### src/rtl/jtframe_bank_slots_if.sv
// Bank handshake between the slot arbiter and one SDRAM controller bank.
//   master : arbiter side  - drives ba_addr/ba_rd, receives ack/dst/dok/rdy/data
//   slave  : SDRAM side    - receives ba_addr/ba_rd, drives ack/dst/dok/rdy/data
interface jtframe_bank_slots_if #(
  parameter int AW = 22
);
  logic [AW-1:0] ba_addr;    // bank word address
  logic          ba_rd;      // read request, held until ack
  logic          ba_ack;     // request accepted
  logic          ba_dst;     // first data word about to arrive
  logic          ba_dok;     // data_read holds a valid word
  logic          ba_rdy;     // last word of the access
  logic [15:0]   data_read;  // SDRAM data

  modport master (
    output ba_addr, ba_rd,
    input  ba_ack, ba_dst, ba_dok, ba_rdy, data_read
  );

  modport slave (
    input  ba_addr, ba_rd,
    output ba_ack, ba_dst, ba_dok, ba_rdy, data_read
  );
endinterface

### src/rtl/jtframe_bank_slots.sv
// N-slot ROM request arbiter for one SDRAM bank. Every slot keeps a one-entry
// cache of its last fetched word, so re-presenting a cached address is served
// combinationally. Slots are 16 or 32 bits wide (SLOT32 bitmask); arbitration
// is fixed priority (RR=0, slot 0 first) or round-robin (RR=1).
// Ports:
//   clk, rstn     - clock, asynchronous active-low reset
//   downloading   - ROM load in progress: blocks new requests, invalidates caches
//   flush         - one-cycle pulse: invalidates all caches
//   slot_cs       - per-slot request
//   slot_addr     - per-slot word address, slot i at [i*AW +: AW]
//   slot_data     - per-slot cached word, slot i at [i*32 +: 32]
//   slot_ok       - slot_data is valid for the current slot_addr
//   bank          - SDRAM bank handshake (master side)
module jtframe_bank_slots #(
  parameter int SLOTS  = 3,
  parameter int AW     = 22,
  parameter int SLOT32 = 0,
  parameter int RR     = 0
)(
  input  logic                 clk,
  input  logic                 rstn,
  input  logic                 downloading,
  input  logic                 flush,
  input  logic [SLOTS-1:0]     slot_cs,
  input  logic [SLOTS*AW-1:0]  slot_addr,
  output logic [SLOTS*32-1:0]  slot_data,
  output logic [SLOTS-1:0]     slot_ok,
  jtframe_bank_slots_if.master bank
);
  localparam int               SW     = $clog2(SLOTS);
  localparam logic [SLOTS-1:0] MASK32 = SLOTS'(SLOT32);
  localparam logic [SW-1:0]    LAST   = SW'(SLOTS - 1);

  typedef enum logic [1:0] {IDLE, REQ, DATA} state_t;

  state_t           state, state_nx;
  logic [SW-1:0]    sel, last_grant, pick, base;
  logic             pick_ok;
  logic [AW-1:0]    req_addr;
  logic [31:0]      data_buf, fill_data;
  logic [1:0]       word_cnt;
  logic             discard, inv, is32, done;
  logic [SLOTS-1:0] valid, hit, pending;
  logic [AW-1:0]    cache_addr [SLOTS];
  logic [31:0]      cache_data [SLOTS];
  int               idx;

  // ba_dst is informational only; capture relies on ba_dok
  logic unused_dst;
  assign unused_dst = bank.ba_dst;

  // Per-slot hit detection: purely combinational for zero-latency hits
  for (genvar i = 0; i < SLOTS; i++) begin : g_slot
    assign hit[i]                = valid[i] & (cache_addr[i] == slot_addr[i*AW +: AW]);
    assign slot_ok[i]            = slot_cs[i] & hit[i];
    assign slot_data[i*32 +: 32] = cache_data[i];
  end

  assign pending      = slot_cs & ~hit;
  assign inv          = flush | downloading;
  assign is32         = MASK32[sel];
  assign done         = (state == DATA) && bank.ba_rdy;
  assign bank.ba_rd   = (state == REQ);
  assign bank.ba_addr = req_addr;

  // Search starts just after base. Fixed priority uses base = SLOTS-1 so the
  // scan begins at slot 0; round-robin starts after the last granted slot.
  // NOTE: every always_comb output gets a default first so no path leaves it
  // unassigned, which would otherwise infer a latch.
  always_comb begin
    pick_ok = 1'b0;
    pick    = '0;
    idx     = 0;
    base    = (RR != 0) ? last_grant : LAST;
    for (int k = 1; k <= SLOTS; k++) begin
      idx = int'(base) + k;
      if (idx >= SLOTS) idx = idx - SLOTS;
      if (!pick_ok && pending[idx]) begin
        pick_ok = 1'b1;
        pick    = SW'(idx);
      end
    end
  end

  // Word being committed: buffer plus the word arriving this cycle, if any.
  // Words beyond the slot width are dropped; 16-bit slots read 0 on top.
  always_comb begin
    fill_data = data_buf;
    if (bank.ba_dok) begin
      if (word_cnt == 2'd0)
        fill_data[15:0] = bank.data_read;
      else if (word_cnt == 2'd1 && is32)
        fill_data[31:16] = bank.data_read;
    end
    if (!is32) fill_data[31:16] = 16'h0;
  end

  always_comb begin
    state_nx = state;
    case (state)
      IDLE:    if (!downloading && pick_ok) state_nx = REQ;
      REQ:     if (bank.ba_ack)             state_nx = DATA;
      DATA:    if (bank.ba_rdy)             state_nx = IDLE;
      default:                              state_nx = IDLE;
    endcase
  end

  // NOTE: sequential state uses non-blocking assignments so every register
  // samples the pre-edge values, independent of statement order.
  always_ff @(posedge clk or negedge rstn) begin
    if (!rstn) state <= IDLE;
    else       state <= state_nx;
  end

  always_ff @(posedge clk or negedge rstn) begin
    if (!rstn) begin
      sel        <= '0;
      last_grant <= LAST;
      req_addr   <= '0;
      data_buf   <= '0;
      word_cnt   <= '0;
      discard    <= 1'b0;
      valid      <= '0;
      // NOTE: the per-slot cache is a handful of flops, not a RAM macro, so
      // resetting it is cheap and gives a defined slot_data out of reset.
      for (int i = 0; i < SLOTS; i++) begin
        cache_addr[i] <= '0;
        cache_data[i] <= '0;
      end
    end else begin
      if (state == IDLE && state_nx == REQ) begin
        sel      <= pick;
        req_addr <= slot_addr[pick*AW +: AW];
        data_buf <= '0;
        word_cnt <= '0;
        discard  <= 1'b0;
      end else if (state != IDLE && inv) begin
        // The in-flight word predates the invalidation: drop it on arrival
        discard <= 1'b1;
      end

      if (state == DATA && bank.ba_dok) begin
        data_buf <= fill_data;
        if (word_cnt == 2'd0 || (word_cnt == 2'd1 && is32))
          word_cnt <= word_cnt + 2'd1;
      end

      if (done) begin
        last_grant <= sel;
        if (!discard && !inv) begin
          cache_addr[sel] <= req_addr;
          cache_data[sel] <= fill_data;
        end
      end

      // An invalidation in the completion cycle wins over the fill
      if (inv)                  valid      <= '0;
      else if (done && !discard) valid[sel] <= 1'b1;
    end
  end
endmodule

### src/flat_wrapper.sv
// flat-port wrapper written by rule: the top's interface ports become plain ports
module jtframe_bank_slots_flat 
#(
  parameter int SLOTS  = 3,
  parameter int AW     = 22,
  parameter int SLOT32 = 0,
  parameter int RR     = 0
)
  (clk, rstn, downloading, flush, slot_cs, slot_addr, slot_data, slot_ok, bank_ba_addr, bank_ba_rd, bank_ba_ack, bank_ba_dst, bank_ba_dok, bank_ba_rdy, bank_data_read);
  jtframe_bank_slots_if #(.AW(AW)) bank_i ();
  input  logic clk;
  input  logic rstn;
  input  logic downloading;
  input  logic flush;
  input  logic [SLOTS-1:0] slot_cs;
  input  logic [SLOTS*AW-1:0] slot_addr;
  output logic [SLOTS*32-1:0] slot_data;
  output logic [SLOTS-1:0] slot_ok;
  output wire logic [$bits(bank_i.ba_addr)-1:0] bank_ba_addr;
  output wire logic [$bits(bank_i.ba_rd)-1:0] bank_ba_rd;
  input wire logic [$bits(bank_i.ba_ack)-1:0] bank_ba_ack;
  input wire logic [$bits(bank_i.ba_dst)-1:0] bank_ba_dst;
  input wire logic [$bits(bank_i.ba_dok)-1:0] bank_ba_dok;
  input wire logic [$bits(bank_i.ba_rdy)-1:0] bank_ba_rdy;
  input wire logic [$bits(bank_i.data_read)-1:0] bank_data_read;
  assign bank_ba_addr = bank_i.ba_addr;
  assign bank_ba_rd = bank_i.ba_rd;
  assign bank_i.ba_ack = bank_ba_ack;
  assign bank_i.ba_dst = bank_ba_dst;
  assign bank_i.ba_dok = bank_ba_dok;
  assign bank_i.ba_rdy = bank_ba_rdy;
  assign bank_i.data_read = bank_data_read;
  jtframe_bank_slots #(.SLOTS(SLOTS), .AW(AW), .SLOT32(SLOT32), .RR(RR)) u_core (.clk(clk), .rstn(rstn), .downloading(downloading), .flush(flush), .slot_cs(slot_cs), .slot_addr(slot_addr), .slot_data(slot_data), .slot_ok(slot_ok), .bank(bank_i));
endmodule
### config.mk
export PLATFORM = sky130hd
export DESIGN_NAME = jtframe_bank_slots_flat
export DESIGN_NICKNAME = d
export VERILOG_FILES = /design/src/rtl/jtframe_bank_slots_if.sv /design/src/rtl/jtframe_bank_slots.sv /design/src/flat_wrapper.sv
export SDC_FILE = /design/constraint.sdc
export NUM_CORES = 1
export LEC_CHECK = 0
export BUFFER_PORTS_ARGS = -buffer_cell sky130_fd_sc_hd__buf_2
export CORE_MARGIN = 3
export CORE_UTILIZATION = 30
export DETAILED_ROUTE_END_ITERATION = 12
export HOLD_SLACK_MARGIN = 0.03
export MAX_ROUTING_LAYER = met4
export PLACE_DENSITY = 0.48
export RECOVER_POWER = 50
export SYNTH_ARGS = -nofsm -noshare
export SYNTH_HDL_FRONTEND = slang
export SYNTH_SLANG_ARGS = --single-unit
export TNS_END_PERCENT = 100
### constraint.sdc
create_clock -name clk -period 2.45 [get_ports clk]
set_input_delay 0.49 -clock clk [delete_from_list [all_inputs] [get_ports clk]]
set_output_delay 0.49 -clock clk [all_outputs]
set_load 0.1 [all_outputs]
==> report_table.html <==
<table>
<tr><th>Metric</th><th>Value</th></tr>
<tr><th colspan="2">Timing</th></tr>
<tr><td>Max-Slew Margin vs Limit</td><td>-11.1%</td></tr>
<tr><td>Setup ws final</td><td>-303 ps</td></tr>
<tr><td>Final setup fails</td><td>46</td></tr>
<tr><td>Hold slack</td><td>284 ps</td></tr>
<tr><td>Count of pins over their slew limit</td><td>28</td></tr>
<tr><td>Setup repair after global routing missed its margin</td><td>true</td></tr>
<tr><td>Shortest clock period the worst path allows after layout</td><td>2750 ps</td></tr>
<tr><td>Transition time of the tightest slew-check pin</td><td>1670 ps</td></tr>
<tr><td>Period utilisation layout</td><td>112%</td></tr>
<tr><td>Fin. Hold Viols</td><td>0</td></tr>
<tr><td>Final Skew</td><td>13.4 ps</td></tr>
<tr><td>Fmax</td><td>363 MHz</td></tr>
<tr><th colspan="2">Cells and area</th></tr>
<tr><td>Final net count</td><td>1,046</td></tr>
<tr><td>Number of inserted filler cells in the final layout</td><td>2,490</td></tr>
<tr><td>Total inserted antenna cells</td><td>0</td></tr>
<tr><td>Layout cell share with drive strength beyond 1</td><td>38.8%</td></tr>
<tr><td>Layout overhead on the synthesized area</td><td>36.1%</td></tr>
<tr><th colspan="2">Synthesis</th></tr>
<tr><td>Commonest cells in the synthesized netlist</td><td>sky130_fd_sc_hd__dfrtp_1 (162), sky130_fd_sc_hd__nand2_1 (83), sky130_fd_sc_hd__mux2_2 (66)</td></tr>
<tr><td>Number of distinct library cell variants in the gate-level netlist after synthesis</td><td>41</td></tr>
<tr><td>#FFs+latches synth</td><td>162</td></tr>
<tr><td>Top cells by area, synth</td><td>sky130_fd_sc_hd__dfrtp_1 (52%), sky130_fd_sc_hd__mux2_2 (9.5%), sky130_fd_sc_hd__buf_4 (5.0%)</td></tr>
<tr><td>Cell Area, Synth</td><td>7810 um2</td></tr>
<tr><td>Count leader, synth</td><td>sky130_fd_sc_hd__dfrtp_1</td></tr>
<tr><td>Share of synthesized registers carrying an async set or reset</td><td>100%</td></tr>
<tr><td>Post-Synthesis Mean Instance Area</td><td>10.8 um2</td></tr>
<tr><td>Number of flops mapped to enable cells by yosys</td><td>0</td></tr>
<tr><td>Seq/Total Area, Yosys</td><td>51.9%</td></tr>
<tr><td>Synth Warn #</td><td>0</td></tr>
<tr><td>Synth top area share</td><td>51.9%</td></tr>
<tr><td>Synthesized netlist cell count</td><td>725</td></tr>
<tr><td>Commonest register cell after synthesis</td><td>sky130_fd_sc_hd__dfrtp_1</td></tr>
<tr><td>Post-synth top area cell</td><td>sky130_fd_sc_hd__dfrtp_1</td></tr>
<tr><th colspan="2">Setup path</th></tr>
<tr><td>Worst Reg2Reg Path Length in Cells</td><td>12</td></tr>
<tr><td>Sequence of cells on the critical path</td><td>xor2_2 &gt; nor4_2 &gt; buf_4 &gt; nand4_1 &gt; buf_4 &gt; nor4_4 &gt; buf_12</td></tr>
<tr><td>Cell family with the largest share of critical-path delay</td><td>simple AND/OR/NAND/NOR gates</td></tr>
<tr><td>Startpoint of the most critical register-to-register path</td><td>u_core.cache_addr[50]</td></tr>
<tr><td>Worst reg2reg endpoint</td><td>u_core.word_cnt[1]</td></tr>
<tr><td>Crit path arrival time</td><td>2260 ps</td></tr>
<tr><td>Worst Path Class, Setup</td><td>reg -&gt; out</td></tr>
<tr><td>Largest stage delay, worst path</td><td>400 ps</td></tr>
<tr><td>Worst EP required</td><td>1960 ps</td></tr>
<tr><td>Crit-path most repeated cell</td><td>sky130_fd_sc_hd__buf_4</td></tr>
<tr><td>CP Max Fanout</td><td>2</td></tr>
<tr><td>Worst setup SP type</td><td>flip-flop</td></tr>
<tr><td>Slack of the worst reg-to-reg path</td><td>-220 ps</td></tr>
<tr><td>Worst Path Buf+Inv</td><td>3</td></tr>
<tr><td>Max stage delay cell, worst path</td><td>sky130_fd_sc_hd__dfrtp_1</td></tr>
<tr><td>Logic depth of the worst setup path including buffers</td><td>7</td></tr>
<tr><td>Type of destination of the critical path</td><td>output port</td></tr>
<tr><th colspan="2">Floorplan</th></tr>
<tr><td>Initial standard-cell utilization of the core</td><td>30.7%</td></tr>
<tr><td>Number of ports placed on the die boundary</td><td>215</td></tr>
<tr><td>Die area</td><td>28,000 um2</td></tr>
<tr><td>Core Box Area</td><td>25,400 um2</td></tr>
<tr><td>Die width</td><td>167 um</td></tr>
<tr><td>Cell Rows</td><td>58</td></tr>
<tr><td>Die boundary height</td><td>167 um</td></tr>
<tr><th colspan="2">Place</th></tr>
<tr><td>Count of port buffers added during placement</td><td>165</td></tr>
<tr><td>Routability congestion estimate</td><td>0.789</td></tr>
<tr><td>HPWL after detailed placement</td><td>16.9 mm</td></tr>
<tr><td>Setup slack after placement</td><td>-271 ps</td></tr>
<tr><th colspan="2">Drt</th></tr>
<tr><td>Antenna violation net count after detailed routing</td><td>0</td></tr>
<tr><td>Routed Wire Length</td><td>25.0 mm</td></tr>
<tr><td>Drc violations</td><td>0</td></tr>
<tr><td>Drt via density</td><td>4.68</td></tr>
<tr><td>First-iteration detailed-routing DRC count</td><td>383</td></tr>
<tr><td>Vias after detailed routing</td><td>6,065</td></tr>
<tr><td>Routed wire length per instance</td><td>19.3 um</td></tr>
<tr><td>Router iterations before antenna repair</td><td>5</td></tr>
<tr><th colspan="2">GRT</th></tr>
<tr><td>Congestion Overflow GR</td><td>0</td></tr>
<tr><td>Global-route wire length before repair</td><td>37.3 mm</td></tr>
<tr><td>Vias in the first global route</td><td>6,039</td></tr>
<tr><td>Global Route Usage Sum</td><td>17.9%</td></tr>
<tr><td>Pin count of the biggest net entering global routing</td><td>63</td></tr>
<tr><td>Initial antenna violation count</td><td>0</td></tr>
<tr><th colspan="2">Pwr</th></tr>
<tr><td>Power density over the cells</td><td>1200 nW/um2</td></tr>
<tr><td>Sum of internal, switching and leakage power</td><td>12.8 mW</td></tr>
<tr><td>Leakage power summed over all cells</td><td>5.27 nW</td></tr>
<tr><td>Maximum vdd drop</td><td>0.000749 V</td></tr>
<tr><th colspan="2">Min path</th></tr>
<tr><td>Startpoint of the tightest hold check path</td><td>bank_ba_rdy</td></tr>
<tr><td>Hold Path End</td><td>u_core.state[1]</td></tr>
<tr><td>Hold-critical path depth</td><td>2</td></tr>
<tr><td>Worst Hold Class</td><td>in -&gt; reg</td></tr>
<tr><th colspan="2">Job</th></tr>
<tr><td>Maximum capacitance violations</td><td>1</td></tr>
<tr><th colspan="2">Clock tree</th></tr>
<tr><td>Root buffer cell</td><td>sky130_fd_sc_hd__clkbuf_16</td></tr>
<tr><td>Clock-pin slew reported for the worst setup and hold paths after clock tree synthesis</td><td>60 ps</td></tr>
<tr><td>TritonCTS clock tree</td><td>built</td></tr>
<tr><td>Cts bufs inserted</td><td>17</td></tr>
<tr><td>Skew-Pair Late Insertion Delay</td><td>420 ps</td></tr>
<tr><td>Buffer levels on the longest clock path</td><td>2</td></tr>
<tr><td>Number of H-tree branching levels</td><td>4</td></tr>
<tr><td>Clock Sink Count</td><td>162</td></tr>
<tr><th colspan="2">Status</th></tr>
<tr><td>Result of the run</td><td>complete, but fails checks</td></tr>
<tr><td>Violations in the final reports</td><td>max-capacitance violations, max-slew violations, negative setup slack</td></tr>
</table>
## metal layers
layer  track usage [%]  up-vias  share of wire [%]
li1                  -     2873                  -
met3              3.54       19                4.6
met4              4.52        0                1.2
met5                 -        -                  0
met2              28.1      187                 48
met1              24.0     2986                 46
## repair_timing
item,4_1_cts,5_1_grt
gates cloned,7,5
hold endpoints to repair,25,0
hold buffers,1,0
pin swaps,28,17
endpoints found under the setup margin,18,46
buffers inserted,9,6
resized for setup,41,34
## per-stage QoR
stage,TNS [ps],util (%),instance area (um2),std cells
3_3_place_gp,-11260,36.7,9310,1238
4_1_cts,-2260,40.8,10400,1286
3_5_place_dp,-9690,36.7,9310,1238
5_1_grt,-24640,41.8,10600,1295
6_report,-6940,41.8,10600,1295
2_1_floorplan,-212,-,8010,772
## worst max-delay path by stage
stage                                      from                endpoint
final                     u_core.cache_addr[50]              slot_ok[0]
after global routing      u_core.cache_addr[50]              slot_ok[0]
after CTS                 u_core.cache_addr[56]              slot_ok[0]
after global placement            slot_addr[18]  u_core.bank.ba_addr[6]
after detailed placement           slot_addr[6]  u_core.bank.ba_addr[6]
after floorplan                    slot_addr[1]              slot_ok[0]
## cell type report
class / count / area (um2) / area share [%]
clock buffer: 20 / 447 / 4.20
clock inverter: 12 / 154 / 1.45
inverter: 5 / 18.8 / 0.177
multi-input combinational: 519 / 3650 / 34.3
sequential: 162 / 4050 / 38.1
tap: 330 / 413 / 3.89
timing repair buffer: 247 / 1890 / 17.8
## logic make-up (layout without fill, tap and decap cells)
family	after synthesis	after routing	synth area share (%)
flip-flops	162	162	51.9
adder cells (fa/ha/maj)	1	1	0.160
other	1	48	0.0480
AO/OA/AOI/OAI	124	124	10.2
AND/OR/NAND/NOR	198	198	11.4
multiplexers	82	82	11.6
buffers and inverters	91	284	7.31
XOR/XNOR	66	66	7.40
## state kept, by name (all words and copies together), names as in the netlist
signal and cells:
u_core.bank.ba_addr 22, u_core.word_cnt 2, u_core.state 2, u_core.discard 1
u_core.slot_data 48, u_core.data_buf 16, u_core.cache_addr 66, u_core.sel 2
u_core.valid 3
## power breakdown
part / internal, mW / total [mW] / switching, mW / leakage, nW
combinational: 1.41 / 6.02 / 4.61 / 2.79
sequential: 3.42 / 4.02 / 0.609 / 2.19
clock: 1.63 / 2.75 / 1.11 / 0.287
total: 6.46 / 12.8 / 6.33 / 5.27
## cells in the final DEF, fill, tap and decap left out, types with 22 or more instances in the layout
cell type / instances
sky130_fd_sc_hd__buf_2: 148
sky130_fd_sc_hd__xor2_1: 22
sky130_fd_sc_hd__nor2_1: 55
sky130_fd_sc_hd__clkbuf_16: 22
sky130_fd_sc_hd__conb_1: 48
sky130_fd_sc_hd__a21oi_1: 33
sky130_fd_sc_hd__dfrtp_1: 162
sky130_fd_sc_hd__mux2_2: 66
sky130_fd_sc_hd__nand2_1: 80
sky130_fd_sc_hd__buf_4: 46
sky130_fd_sc_hd__xnor2_1: 38
sky130_fd_sc_hd__and3_1: 22
(Power assumes the default switching activity.)
